`src/rtl/cga_tty.sv`:
```
// Byte-stream terminal writer for the CGA text store (port b): prints characters, handles CR/LF/BS/FF, scrolls by copy.
// Optional: define CGA_TTY_CLEAR_ON_RESET_EN to run the full-screen clear automatically after reset release.
module cga_tty #(
  parameter int          COLS       = 80,
  parameter int          ROWS       = 25,
  parameter logic [7:0]  BLANK_ATTR = 8'h07,
  parameter int          RD_LATENCY = 1
) (
  input  logic        clock,
  input  logic        reset_n,
  input  logic [7:0]  in_data,
  input  logic        in_valid,
  output logic        in_ready,
  input  logic [7:0]  attr,
  output logic [6:0]  cursor_col,
  output logic [4:0]  cursor_row,
  output logic        busy,
  output logic [12:0] mem_address,
  output logic [7:0]  mem_wdata,
  output logic        mem_wren,
  input  logic [7:0]  mem_rdata
);

  localparam logic [12:0] ROW_BYTES   = 13'(2 * COLS);
  localparam logic [12:0] COPY_LAST   = 13'(2 * COLS * (ROWS - 1) - 1);
  localparam logic [12:0] LAST_ROW    = 13'(2 * COLS * (ROWS - 1));
  localparam logic [12:0] SCREEN_LAST = 13'(2 * COLS * ROWS - 1);
  localparam logic [6:0]  COL_LAST    = 7'(COLS - 1);
  localparam logic [4:0]  ROW_LAST    = 5'(ROWS - 1);

  typedef enum logic [3:0] {
    IDLE, PUT_CHAR, PUT_ATTR, ADVANCE, SCR_RD, SCR_WAIT, SCR_WR, FILL_CHR, FILL_ATR
  } state_t;

  state_t      state, state_nx;
  logic [6:0]  col, col_nx;
  logic [4:0]  row, row_nx;
  logic [12:0] cnt, cnt_nx;
  logic [1:0]  wcnt, wcnt_nx;
  logic        clear_all, clear_nx;
  logic        accept;
  logic        lf;
  logic [7:0]  code, attr_q;
  logic [11:0] cell_idx;
  logic [12:0] cell_addr;
`ifdef CGA_TTY_CLEAR_ON_RESET_EN
  logic        init_pending, init_nx;
`endif

  function automatic logic is_ctrl(input logic [7:0] c);
    return (c == 8'h08) || (c == 8'h0A) || (c == 8'h0C) || (c == 8'h0D);
  endfunction

  assign cell_idx   = 12'({8'd0, row} * 13'(COLS) + {6'd0, col});
  assign cell_addr  = {cell_idx, 1'b0};
  assign cursor_col = col;
  assign cursor_row = row;
  assign busy       = !in_ready;

  always_ff @(posedge clock or negedge reset_n) begin
    if (!reset_n) begin
      state     <= IDLE;
      col       <= '0;
      row       <= '0;
      cnt       <= '0;
      wcnt      <= '0;
      clear_all <= 1'b0;
`ifdef CGA_TTY_CLEAR_ON_RESET_EN
      init_pending <= 1'b1;
`endif
    end else begin
      state     <= state_nx;
      col       <= col_nx;
      row       <= row_nx;
      cnt       <= cnt_nx;
      wcnt      <= wcnt_nx;
      clear_all <= clear_nx;
`ifdef CGA_TTY_CLEAR_ON_RESET_EN
      init_pending <= init_nx;
`endif
    end
  end

  // Byte and attribute are captured once at accept; later attr changes cannot leak in.
  always_ff @(posedge clock) begin
    if (accept) begin
      code   <= in_data;
      attr_q <= attr;
    end
  end

  always_comb begin
    state_nx    = state;
    col_nx      = col;
    row_nx      = row;
    cnt_nx      = cnt;
    wcnt_nx     = wcnt;
    clear_nx    = clear_all;
    in_ready    = 1'b0;
    accept      = 1'b0;
    lf          = 1'b0;
    mem_wren    = 1'b0;
    mem_address = '0;
    mem_wdata   = '0;
`ifdef CGA_TTY_CLEAR_ON_RESET_EN
    init_nx     = init_pending;
`endif
    unique case (state)
      IDLE: begin
`ifdef CGA_TTY_CLEAR_ON_RESET_EN
        if (init_pending) begin
          init_nx  = 1'b0;
          cnt_nx   = '0;
          clear_nx = 1'b1;
          state_nx = FILL_CHR;
        end else begin
`else
        begin
`endif
          in_ready = 1'b1;
          if (in_valid) begin
            accept   = 1'b1;
            state_nx = is_ctrl(in_data) ? ADVANCE : PUT_CHAR;
          end
        end
      end
      PUT_CHAR: begin
        mem_wren    = 1'b1;
        mem_address = cell_addr;
        mem_wdata   = code;
        state_nx    = PUT_ATTR;
      end
      PUT_ATTR: begin
        mem_wren    = 1'b1;
        mem_address = cell_addr + 13'd1;
        mem_wdata   = attr_q;
        state_nx    = ADVANCE;
      end
      ADVANCE: begin
        state_nx = IDLE;
        case (code)
          8'h0D: col_nx = '0;
          8'h08: if (col != '0) col_nx = col - 7'd1;
          8'h0A: lf = 1'b1;
          8'h0C: begin
            cnt_nx   = '0;
            clear_nx = 1'b1;
            state_nx = FILL_CHR;
          end
          default: begin
            if (col == COL_LAST) lf = 1'b1;
            else                 col_nx = col + 7'd1;
          end
        endcase
        if (lf) begin
          col_nx = '0;
          if (row != ROW_LAST) begin
            row_nx = row + 5'd1;
          end else begin
            cnt_nx   = '0;
            clear_nx = 1'b0;
            state_nx = SCR_RD;
          end
        end
      end
      SCR_RD: begin
        mem_address = cnt + ROW_BYTES;
        wcnt_nx     = '0;
        state_nx    = (RD_LATENCY > 1) ? SCR_WAIT : SCR_WR;
      end
      SCR_WAIT: begin
        mem_address = cnt + ROW_BYTES;
        if (int'(wcnt) >= RD_LATENCY - 2) state_nx = SCR_WR;
        else                              wcnt_nx  = wcnt + 2'd1;
      end
      SCR_WR: begin
        mem_wren    = 1'b1;
        mem_address = cnt;
        mem_wdata   = mem_rdata;
        if (cnt == COPY_LAST) begin
          cnt_nx   = LAST_ROW;
          state_nx = FILL_CHR;
        end else begin
          cnt_nx   = cnt + 13'd1;
          state_nx = SCR_RD;
        end
      end
      FILL_CHR: begin
        mem_wren    = 1'b1;
        mem_address = cnt;
        mem_wdata   = 8'h20;
        cnt_nx      = cnt + 13'd1;
        state_nx    = FILL_ATR;
      end
      FILL_ATR: begin
        mem_wren    = 1'b1;
        mem_address = cnt;
        mem_wdata   = BLANK_ATTR;
        if (cnt == SCREEN_LAST) begin
          state_nx = IDLE;
          if (clear_all) begin
            col_nx = '0;
            row_nx = '0;
          end
        end else begin
          cnt_nx   = cnt + 13'd1;
          state_nx = FILL_CHR;
        end
      end
      default: state_nx = IDLE;
    endcase
  end

endmodule

```
`config.mk`:
```
export PLATFORM = sky130hd
export DESIGN_NAME = cga_tty
export DESIGN_NICKNAME = d
export VERILOG_FILES = /design/src/rtl/cga_tty.sv
export SDC_FILE = /design/constraint.sdc
export NUM_CORES = 1
export LEC_CHECK = 0
export ABC_AREA = 1
export CAP_MARGIN = 40
export CORE_ASPECT_RATIO = 0.7
export CORE_UTILIZATION = 58
export DETAILED_ROUTE_END_ITERATION = 8
export GPL_ROUTABILITY_DRIVEN = 0
export PLACE_DENSITY_LB_ADDON = 0.3
export SYNTH_ARGS = -nofsm -noshare
export SYNTH_HDL_FRONTEND = slang
export SYNTH_SLANG_ARGS = --single-unit
```
`constraint.sdc`:
```
create_clock -name clock -period 4.9 [get_ports clock]
set_input_delay 0.735 -clock clock [delete_from_list [all_inputs] [get_ports clock]]
set_output_delay 0.735 -clock clock [all_outputs]
set_load 0.02 [all_outputs]
```
Yosys cells after proc, flatten, opt, wreduce, memory -nomap -nowiden
Cells that the tools add are included.
{"block": "totals", "regBits": 46, "input_bits": 27}
{"block": "op_classes", "n_reduce_logical": 16, "addsub": 7, "mul": 1, "mux": 38, "n_eq_ne": 29}
{"op": "$pmux 13 s4", "n": 2}
{"op": "$mux 13", "n": 5}
{"op": "$eq 8x4->1 const B", "n": 8}
{"op": "$pmux 8 s5", "n": 1}
{"op": "$mux 7", "n": 5}
{"op": "$pmux 4 s8", "n": 1}
{"op": "$add 13x1->13 const B", "n": 2}
{"op": "$eq 13x12->1 const B", "n": 2}
{"op": "$pmux 7 s3", "n": 1}
{"op": "$mux 5", "n": 4}
{"op": "$eq 4x3->1 const B", "n": 4}
{"op": "$pmux 7 s2", "n": 1}
{"op": "$add 13x8->13 const B", "n": 1}
{"op": "$add 12x7->12", "n": 1}
{"op": "$mux 4", "n": 3}
{"op": "$ne 2x2->1 const B", "n": 6}
{"op": "$pmux 5 s2", "n": 1}
{"op": "$mux 1", "n": 9}
{"op": "$eq 4x2->1 const B", "n": 2}
{"op": "$mul 5x3->8 const B", "n": 1}
{"op": "$add 7x1->7 const B", "n": 1}
{"op": "$eq 7x7->1 const B", "n": 1}
{"op": "$reduce_bool 7->1", "n": 1}
{"op": "$sub 7x1->7 const B", "n": 1}
{"op": "other kinds (21)", "n": 27}

Longest topological paths before layout
Gate-level depths: netlist (run 1).
{"block": "logic_depth", "word_depth": 7, "depth_mapped": 14, "ltp_nobuf": 14}

Worst setup path after synthesis (run 1)
OpenSTA, ideal clock, no wires.
{"block": "synth_path", "path_type": "reg2out", "start": "register row[1], in the netlist cursor_row[1]", "end": "output mem_address[12]", "setup_slack_ns": 1.973, "path_buffers": 0, "t_arrival_ns": 2.192, "path_stages_with_launch": 10, "cell_sequence": "dfrtp_1 ha_1 ha_1 fa_1 inv_1 nor2_1 nand2_1 o21ai_0 nand2_1 o211ai_1"}
{"block": "synth_via", "elab_chain_len": 4}
{"element": "from (decl)", "line_no": "37", "source": "logic [4:0] row, row_nx;"}
{"element": "from (signal assigned)", "line_no": "74", "source": "row <= row_nx;"}
{"element": "$mul 5x3->8 *", "line_no": "54", "source": "assign cell_idx = 12'({8'd0, row} * 13'(COLS) + {6'd0, col});"}
{"element": "$add 12x7->12 *", "line_no": "54"}
{"element": "$add 13x1->13", "line_no": "135", "source": "mem_address = cell_addr + 13'd1;"}
{"element": "$pmux 13 s4 *", "line_no": "108", "source": "unique case (state)"}
{"element": "to (decl)", "line_no": "18", "source": "output logic [12:0] mem_address,"}
Every way passes the cells marked *; elsewhere a longest branch is shown, timed or not.

Final worst setup path (run 1)
Ends and elaborated chain as after synthesis.

==> results of run 1 <==
path summary, 6_finish.rpt:
path,from,to,cells after the start
min in group asynchronous,reset_n,state[3]$_DFFE_PN0P_,2
max in group asynchronous,reset_n,cursor_col[1]$_DFFE_PN0P_,2
min,clear_all$_DFFE_PN0P_,clear_all$_DFFE_PN0P_,1
max,cursor_row[1]$_DFFE_PN0P_,mem_address[12],11
min reg2reg,clear_all$_DFFE_PN0P_,clear_all$_DFFE_PN0P_,1
max reg2reg,code[6]$_DFFE_PP_,cursor_col[5]$_DFFE_PN0P_,12
power by group:
part / switching (mW) / leakage, nW / total, mW / internal, mW
clock: 0.132 / 0.0482 / 0.246 / 0.114
sequential: 0.105 / 0.555 / 0.583 / 0.478
combinational: 0.617 / 1.49 / 1.06 / 0.442
per-stage QoR:
| step | utilization | worst slack, ns | instance area [sq um] |
|---|---|---|---|
| floorplan | - | 1.97 | 3610 |
| global placement | 0.734 | 1.49 | 4310 |
| detailed placement | 0.734 | 1.40 | 4310 |
| CTS | 0.750 | 1.06 | 4400 |
| global route | 0.750 | 0.814 | 4400 |
| finish | 0.750 | 1.04 | 4400 |
kinds of logic (layout without fill, tap and decap cells):
family	count (synthesis)	count (layout)	share of synthesized area
adders and majority gates	21	21	0.0790
DFF	46	46	0.341
buffers and inverters	76	143	0.0818
xor gates and xnor gates	12	12	0.0291
AOI/OAI and AO/OA	55	55	0.0988
and+or+nand+nor	294	294	0.370
layer usage:
metal / GRT usage / vias up
li1: - / 1783
met1: 0.433 / 1679
met2: 0.514 / 188
met3: 0.0744 / 27
met4: 0.0882 / 0
met5: 0 / -
layout make-up:
type / instances / area [sq um]
inverter: 71 / 267
tap: 75 / 93.8
sequential: 46 / 1230
clock inverter: 1 / 5.00
fill: 441 / 1470
multi-input combinational: 382 / 2080
clock buffer: 7 / 86.3
timing repair buffer: 64 / 636
registers in the layout (all words and copies together), names as in the netlist:
signal	cells
attr_q	8
cursor_col	7
cnt	13
code	8
cursor_row	5
state	4
clear_all	1
cells in the final DEF, fill, tap and decap left out, types with 3 or more instances in the layout:
cell	Yosys	layout
sky130_fd_sc_hd__a21oi_1	8	8
sky130_fd_sc_hd__clkbuf_8	0	6
sky130_fd_sc_hd__clkdlybuf4s50_1	0	62
sky130_fd_sc_hd__dfrtp_1	30	30
sky130_fd_sc_hd__edfxtp_1	16	16
sky130_fd_sc_hd__fa_1	3	3
sky130_fd_sc_hd__ha_1	18	18
sky130_fd_sc_hd__inv_1	63	63
sky130_fd_sc_hd__inv_2	8	8
sky130_fd_sc_hd__nand2_1	142	142
sky130_fd_sc_hd__nand2_2	4	4
sky130_fd_sc_hd__nand2_4	4	4
sky130_fd_sc_hd__nand3_1	49	49
sky130_fd_sc_hd__nand3b_1	3	3
sky130_fd_sc_hd__nand4_1	9	9
sky130_fd_sc_hd__nor2_1	63	63
sky130_fd_sc_hd__nor2_4	3	3
sky130_fd_sc_hd__nor3_1	6	6
sky130_fd_sc_hd__o2111ai_1	3	3
sky130_fd_sc_hd__o211ai_1	6	6
sky130_fd_sc_hd__o21ai_0	21	21
sky130_fd_sc_hd__o221ai_1	3	3
sky130_fd_sc_hd__or2_2	3	3
sky130_fd_sc_hd__xnor2_1	3	3
sky130_fd_sc_hd__xor2_1	9	9
critical path, delay by kind of cell, from the launching register on:
| family | cells | cell delay (ns) |
|---|---|---|
| adders and majority gates | 3 | 0.96 |
| buffers and inverters | 2 | 0.68 |
| DFF | 1 | 0.49 |
| and+or+nand+nor | 4 | 0.43 |
| AOI/OAI and AO/OA | 2 | 0.27 |
==> metrics.md, run 1 <==
| Metric | Value |
|---|---|
| Top cells by instance count after synthesis | sky130_fd_sc_hd__nand2_1, sky130_fd_sc_hd__inv_1, sky130_fd_sc_hd__nor2_1, sky130_fd_sc_hd__nand3_1, sky130_fd_sc_hd__dfrtp_1 |
| Synthesized Nets | 552 |
| Share of async-settable or async-resettable flops after synthesis | 0.652 |
| Data arrival time of the critical path | around 3.1 ns |
| Via/cell ratio | 5.69 |
| Buffer type at the clock tree root | sky130_fd_sc_hd__clkbuf_8 |
| Wirelength per Cell | 14.9 microns |
| Layout overhead on the synthesized area | 21.9% |
| CTS tree | done |
| Ports placed on the boundary | 63 |
| Clock latency on the worst-skew pair | 0.30 ns |
| CTS buffer count | 5 |
| Slew Limit Headroom | 0.609 |
| Worst path max stage delay | 0.63 ns |
| Most common cell in the synthesized netlist | sky130_fd_sc_hd__nand2_1 |
| Setup violation total in the final timing report | 0 |
| Number of H-tree branching levels | 2 |
| Number of buffers inserted by port buffering | 62 |
| Synth Flop Type | sky130_fd_sc_hd__dfrtp_1 |
| Die area | around 6500 sq um |
| Seq cells post-synth | 46 |
| Category of the worst setup path launch point | register |
| Cells after synthesis | 504 |
| Routed wire length | 9610 microns |
| Total of warnings raised by yosys | 0 |
| CTS clock-pin slew for the worst setup and hold paths | 0.09 ns |
| Number of antenna violations at the first check in global routing | 0 |
| Fraction of post-synthesis cell area in the top cell type by area | 0.208 |
| Library cell with the largest summed area after synthesis | sky130_fd_sc_hd__dfrtp_1 |
| Sum of negative setup slack | 0 ns |
| Dpl hpwl | 7500 microns |
| Final antenna diode count | 0 |
| Number of instances in the placed design | 638 |
| Sum of routed wire segments on met1 | roughly 4400 microns |
| Gr ovfl total | 0 |
| Type of the most critical hold path | reg -> reg |
| Sequential-to-total area share from yosys stat | 0.341 |
| Row Count | 23 |
| Unrepaired setup endpoints after global routing | false |
| Achievable frequency | 259 MHz |
| Via count of the first global-routing pass | 3,422 |
| Worst-case vdd ir drop | just under 0.3 mV |
| EDFF count, synth | 16 |
| Worst path most repeated cell | sky130_fd_sc_hd__nand2_1 |
| CTS resizes | 0 |
| Synth Area per Inst | 7.16 sq um |
| Pin count of the biggest net entering global routing | 31 |
| Routed via count | 3,677 |
| # Post-CTS Setup Buffers | 0 |
| Net count of the finished layout | around 600 |
| Highest metal layer with signal wires | met4 |
| Clock tree buffer depth | 2 |
| Wire length of the first global-routing pass | 16,000 microns |
| Register-to-register path setup slack | about 2.4 ns |
| Die height | 68.0 microns |
| Minimum hold slack | 0.507 ns |
| Met3 WL post-DR | 818 microns |
| Kind of critical path | reg -> out |
| Post-detailed-route DRC marker count | 0 |
| Run status | completed |
| Number of max-capacitance violations reported | 0 |
| Critical path capture point type | primary output |
| Cell chain of the critical path | ha_1, ha_1, fa_1, nand2_1, inv_1, nor2_1, nand2_1, o21ai_0, nand2_1, o211ai_1, clkdlybuf4s50_1 |
| Number of max-slew violations in the final report | 0 |
| Transition time of the tightest slew-check pin | 0.584 ns |
| First-iteration detailed-routing DRC count | 226 |
| Area of the core | 5870 sq um |
| PwrDens | 429 nW/um^2 |
| Count of unique library cells instantiated by Yosys | 43 |
| Top post-synthesis cells by area | sky130_fd_sc_hd__dfrtp_1, sky130_fd_sc_hd__nand2_1, sky130_fd_sc_hd__edfxtp_1, sky130_fd_sc_hd__nand3_1, sky130_fd_sc_hd__inv_1 |
| Global Route Usage Sum | 0.319 |
| Setup Skew | approximately 0.0064 ns |
| Share of post-route cells with drive strength above 1 | 0.0718 |
| Cell Area, Synth | 3610 sq um |
| Die X | 96.3 microns |
| Critical Path Fanout Max | 8 |
| WL met2 | 4240 microns |
| Antenna viol nets, final | 0 |
| Pwr Total | between 1.5 and 2 mW |
| Crit path max-delay cell type | sky130_fd_sc_hd__clkdlybuf4s50_1 |
| Time the final worst path needs with I/O delays and setup | 3.86 ns |
| Hold Buf Count CTS | 0 |
| Final hold violations | 0 |
| # clock sinks | 46 |
| Fin crit share | 0.788 |
| Static leakage | 2.10 nW |
| Initial DRT Pass Iterations | 5 |
| Non-filler cells in the finished layout | ~650 |
| Starting Density | 0.615 |
| Required time of the worst setup path | between 4 and 5 ns |
(Power assumes the default switching activity.)
==> run 2, diff against run 1 <==
CORE_UTILIZATION = 49   (was 58)
clock period = 3.4 ns   (was 4.9 ns; I/O delays follow)
==> run 2 against run 1 <==
Cell area is 1.3% higher. Setup slack worse by 0.84 ns. Clock skew hardly changed. Largest power group unchanged. Via count is 3.3% lower. Sequential power is 41% higher. Critical path type unchanged. Critical path depth is 4 lower. First-iteration DRC count is 6.2% lower. Combinational power is 48% higher. Die area is 18% higher.
==> metrics.md, run 2 (synthesized netlist as in run 1, its figures left out) <==
| Metric | Value |
|---|---|
| Wirelength per Cell | 14.2 microns (was 14.9 microns) |
| First-iteration detailed-routing DRC count | 212 (was 226) |
| Routed wire length | 9440 microns (was 9610 microns) |
| Number of max-slew violations in the final report | 0 (unchanged) |
| Post-detailed-route DRC marker count | 0 (unchanged) |
| Worst path most repeated cell | sky130_fd_sc_hd__ha_1 (was sky130_fd_sc_hd__nand2_1) |
| Hold Buf Count CTS | 0 (unchanged) |
| Achievable frequency | roughly 310 MHz |
| Worst path max stage delay | 0.63 ns (about the same) |
| Register bank with the most flops | cnt (unchanged) |
| Kind of critical path | reg -> out (unchanged) |
| Layout overhead on the synthesized area | 23.6% (was 21.9%) |
| PwrDens | 624 nW/um^2 (was 429 nW/um^2) |
| Row Count | 25 (was 23) |
| CTS tree | done (unchanged) |
| Setup Skew | 0.00685 ns (was 0.00644 ns) |
| Via count of the first global-routing pass | 3,361 (was 3,422) |
| # Post-CTS Setup Buffers | 0 (unchanged) |
| Run status | completed (unchanged) |
| Slew Limit Headroom | 0.595 (was 0.609) |
| Transition time of the tightest slew-check pin | 0.605 ns (was 0.584 ns) |
| Share of post-route cells with drive strength above 1 | 0.0803 (was 0.0718) |
| Unrepaired setup endpoints after global routing | false (unchanged) |
| CTS buffer count | 5 (unchanged) |
| Antenna viol nets, final | 0 (unchanged) |
| Initial DRT Pass Iterations | 4 (was 5) |
| Most frequent cells in the layout | sky130_fd_sc_hd__nand2_1, sky130_fd_sc_hd__inv_1, sky130_fd_sc_hd__nor2_1 (unchanged) |
| Dpl hpwl | 7500 microns (about the same) |
| Crit path max-delay cell type | sky130_fd_sc_hd__clkdlybuf4s50_1 (unchanged) |
| Data arrival time of the critical path | 2.69 ns (was 3.13 ns) |
| Required time of the worst setup path | 2.89 ns (was 4.16 ns) |
| Global Route Usage Sum | 0.263 (was 0.319) |
| Wire length of the first global-routing pass | 16,100 microns (was 16,000 microns) |
| Largest regs | cnt (13), attr_q (8), code (8) (unchanged) |
| CTS clock-pin slew for the worst setup and hold paths | 0.09 ns (about the same) |
| Setup violation total in the final timing report | 0 (unchanged) |
| Number of buffers inserted by port buffering | 62 (unchanged) |
| Category of the worst setup path launch point | register (unchanged) |
| Commonest non-fill, non-tap cell in the layout | sky130_fd_sc_hd__nand2_1 (unchanged) |
| Sum of negative setup slack | 0 ns (unchanged) |
| Number of H-tree branching levels | 2 (unchanged) |
| Die area | 7720 sq um (was 6550 sq um) |
| Die X | 105 microns (was 96.3 microns) |
| Worst-case vdd ir drop | 0.401 mV (was 0.292 mV) |
| Fin crit share | 0.941 |
| Category of cells accounting for the largest share of critical-path delay | adder cells (unchanged) |
| Cell chain of the critical path | ha_1, ha_1, fa_1, nand2_1, inv_1, o221ai_1, clkdlybuf4s50_1 (was ha_1, ha_1, fa_1, nand2_1, inv_1, nor2_1, nand2_1, o21ai_0, nand2_1, o211ai_1, clkdlybuf4s50_1) |
| # clock sinks | 46 (unchanged) |
| Buffer type at the clock tree root | sky130_fd_sc_hd__clkbuf_8 (unchanged) |
| Pin count of the biggest net entering global routing | 31 (unchanged) |
| CTS resizes | 3 (was 0) |
| Clock tree buffer depth | 2 (unchanged) |
| Static leakage | 2.15 nW (was 2.10 nW) |
| Routed via count | 3,554 (was 3,677) |
| Gr ovfl total | 0 (unchanged) |
| Number of max-capacitance violations reported | 0 (unchanged) |
| Type of the most critical hold path | reg -> reg (unchanged) |
| Ports placed on the boundary | 63 (unchanged) |
| Starting Density | 0.520 (was 0.615) |
| Crit path buffers/inverters | 2 (unchanged) |
| Final antenna diode count | 0 (unchanged) |
| Final hold violations | 0 (unchanged) |
| Area of the core | 6940 sq um (was 5870 sq um) |
| Die height | 73.8 microns (was 68.0 microns) |
| Number of antenna violations at the first check in global routing | 0 (unchanged) |
| Flip-flop count of the largest register after layout | 13 (unchanged) |
| Critical path capture point type | primary output (unchanged) |
| Pwr Total | 2.78 mW (was 1.89 mW) |
| Net count of the finished layout | 620 (was 618) |
| Critical Path Fanout Max | 3 (was 8) |
| Via/cell ratio | 5.33 (was 5.69) |
| Time the final worst path needs with I/O delays and setup | 3.20 ns |
| Clock latency on the worst-skew pair | 0.30 ns (about the same) |
[run 2: cell types whose count changed in the layout (fill, tap and decap cells not counted)]
| cell | before | now |
|---|---|---|
| sky130_fd_sc_hd__dfrtp_2 | 0 | 1 |
| sky130_fd_sc_hd__clkdlybuf4s50_1 | 62 | 59 |
| sky130_fd_sc_hd__a21boi_1 | 0 | 1 |
| sky130_fd_sc_hd__clkbuf_2 | 0 | 1 |
| sky130_fd_sc_hd__dfrtp_1 | 30 | 29 |
| sky130_fd_sc_hd__clkbuf_1 | 1 | 0 |
| sky130_fd_sc_hd__a21boi_0 | 1 | 0 |
| sky130_fd_sc_hd__clkinv_2 | 1 | 0 |
| sky130_fd_sc_hd__clkbuf_8 | 6 | 8 |
| sky130_fd_sc_hd__buf_4 | 2 | 4 |
| sky130_fd_sc_hd__dlymetal6s2s_1 | 0 | 2 |
[run 2: power breakdown]
part           leakage (nW)  switching (mW)  total [mW]  internal (mW)
clock network        0.0575           0.184       0.389          0.206
registers             0.554           0.132       0.822          0.690
logic                  1.54           0.917        1.57          0.654
total                  2.15            1.23        2.78           1.55
[run 2: metal layers]
metal | vias up | routed length (microns) | global-route usage
li1 | 1788 | - | -
met5 | - | 0 | 0
met4 | 0 | 170 | 0.0720
met2 | 119 | 4130 | 0.416
met1 | 1628 | 4520 | 0.374
met3 | 19 | 625 | 0.0444
[run 2: cell type report]
cell class                 count  area (sq um)
fill                         646          2480
tap                           94           118
timing repair buffer          66           651
sequential                    46          1230
multi-input combinational    382          2080
clock buffer                   8           110
inverter                      71           267
[run 2: per-stage QoR]
stage / instances / area, sq um / util / setup slack (ns) / hold slack, ns
2_1_floorplan: 504 / 3610 / - / 0.698 / 0.214
3_3_place_gp: 659 / 4350 / 0.626 / 0.333 / 0.468
3_5_place_dp: 659 / 4350 / 0.626 / 0.204 / 0.477
4_1_cts: 667 / 4460 / 0.642 / 0.0265 / 0.514
5_1_grt: 667 / 4460 / 0.642 / 0.0638 / 0.527
6_report: 667 / 4460 / 0.642 / 0.201 / 0.518
[run 2: final timing paths]
| path | start | end | slack, ns | depth (start not counted) |
|---|---|---|---|---|
| setup / recovery | cursor_row[1]$_DFFE_PN0P_ | mem_address[9] | 0.20 | 7 |
| hold / removal | clear_all$_DFFE_PN0P_ | clear_all$_DFFE_PN0P_ | 0.52 | 1 |
| min in group asynchronous | reset_n | cnt[1]$_DFFE_PN0P_ | 0.60 | 2 |
| setup reg to reg | code[0]$_DFFE_PP_ | cursor_col[5]$_DFFE_PN0P_ | 0.92 | 12 |
| hold reg to reg | clear_all$_DFFE_PN0P_ | clear_all$_DFFE_PN0P_ | 0.52 | 1 |
| max in group asynchronous | reset_n | cursor_row[2]$_DFFE_PN0P_ | 2.49 | 2 |
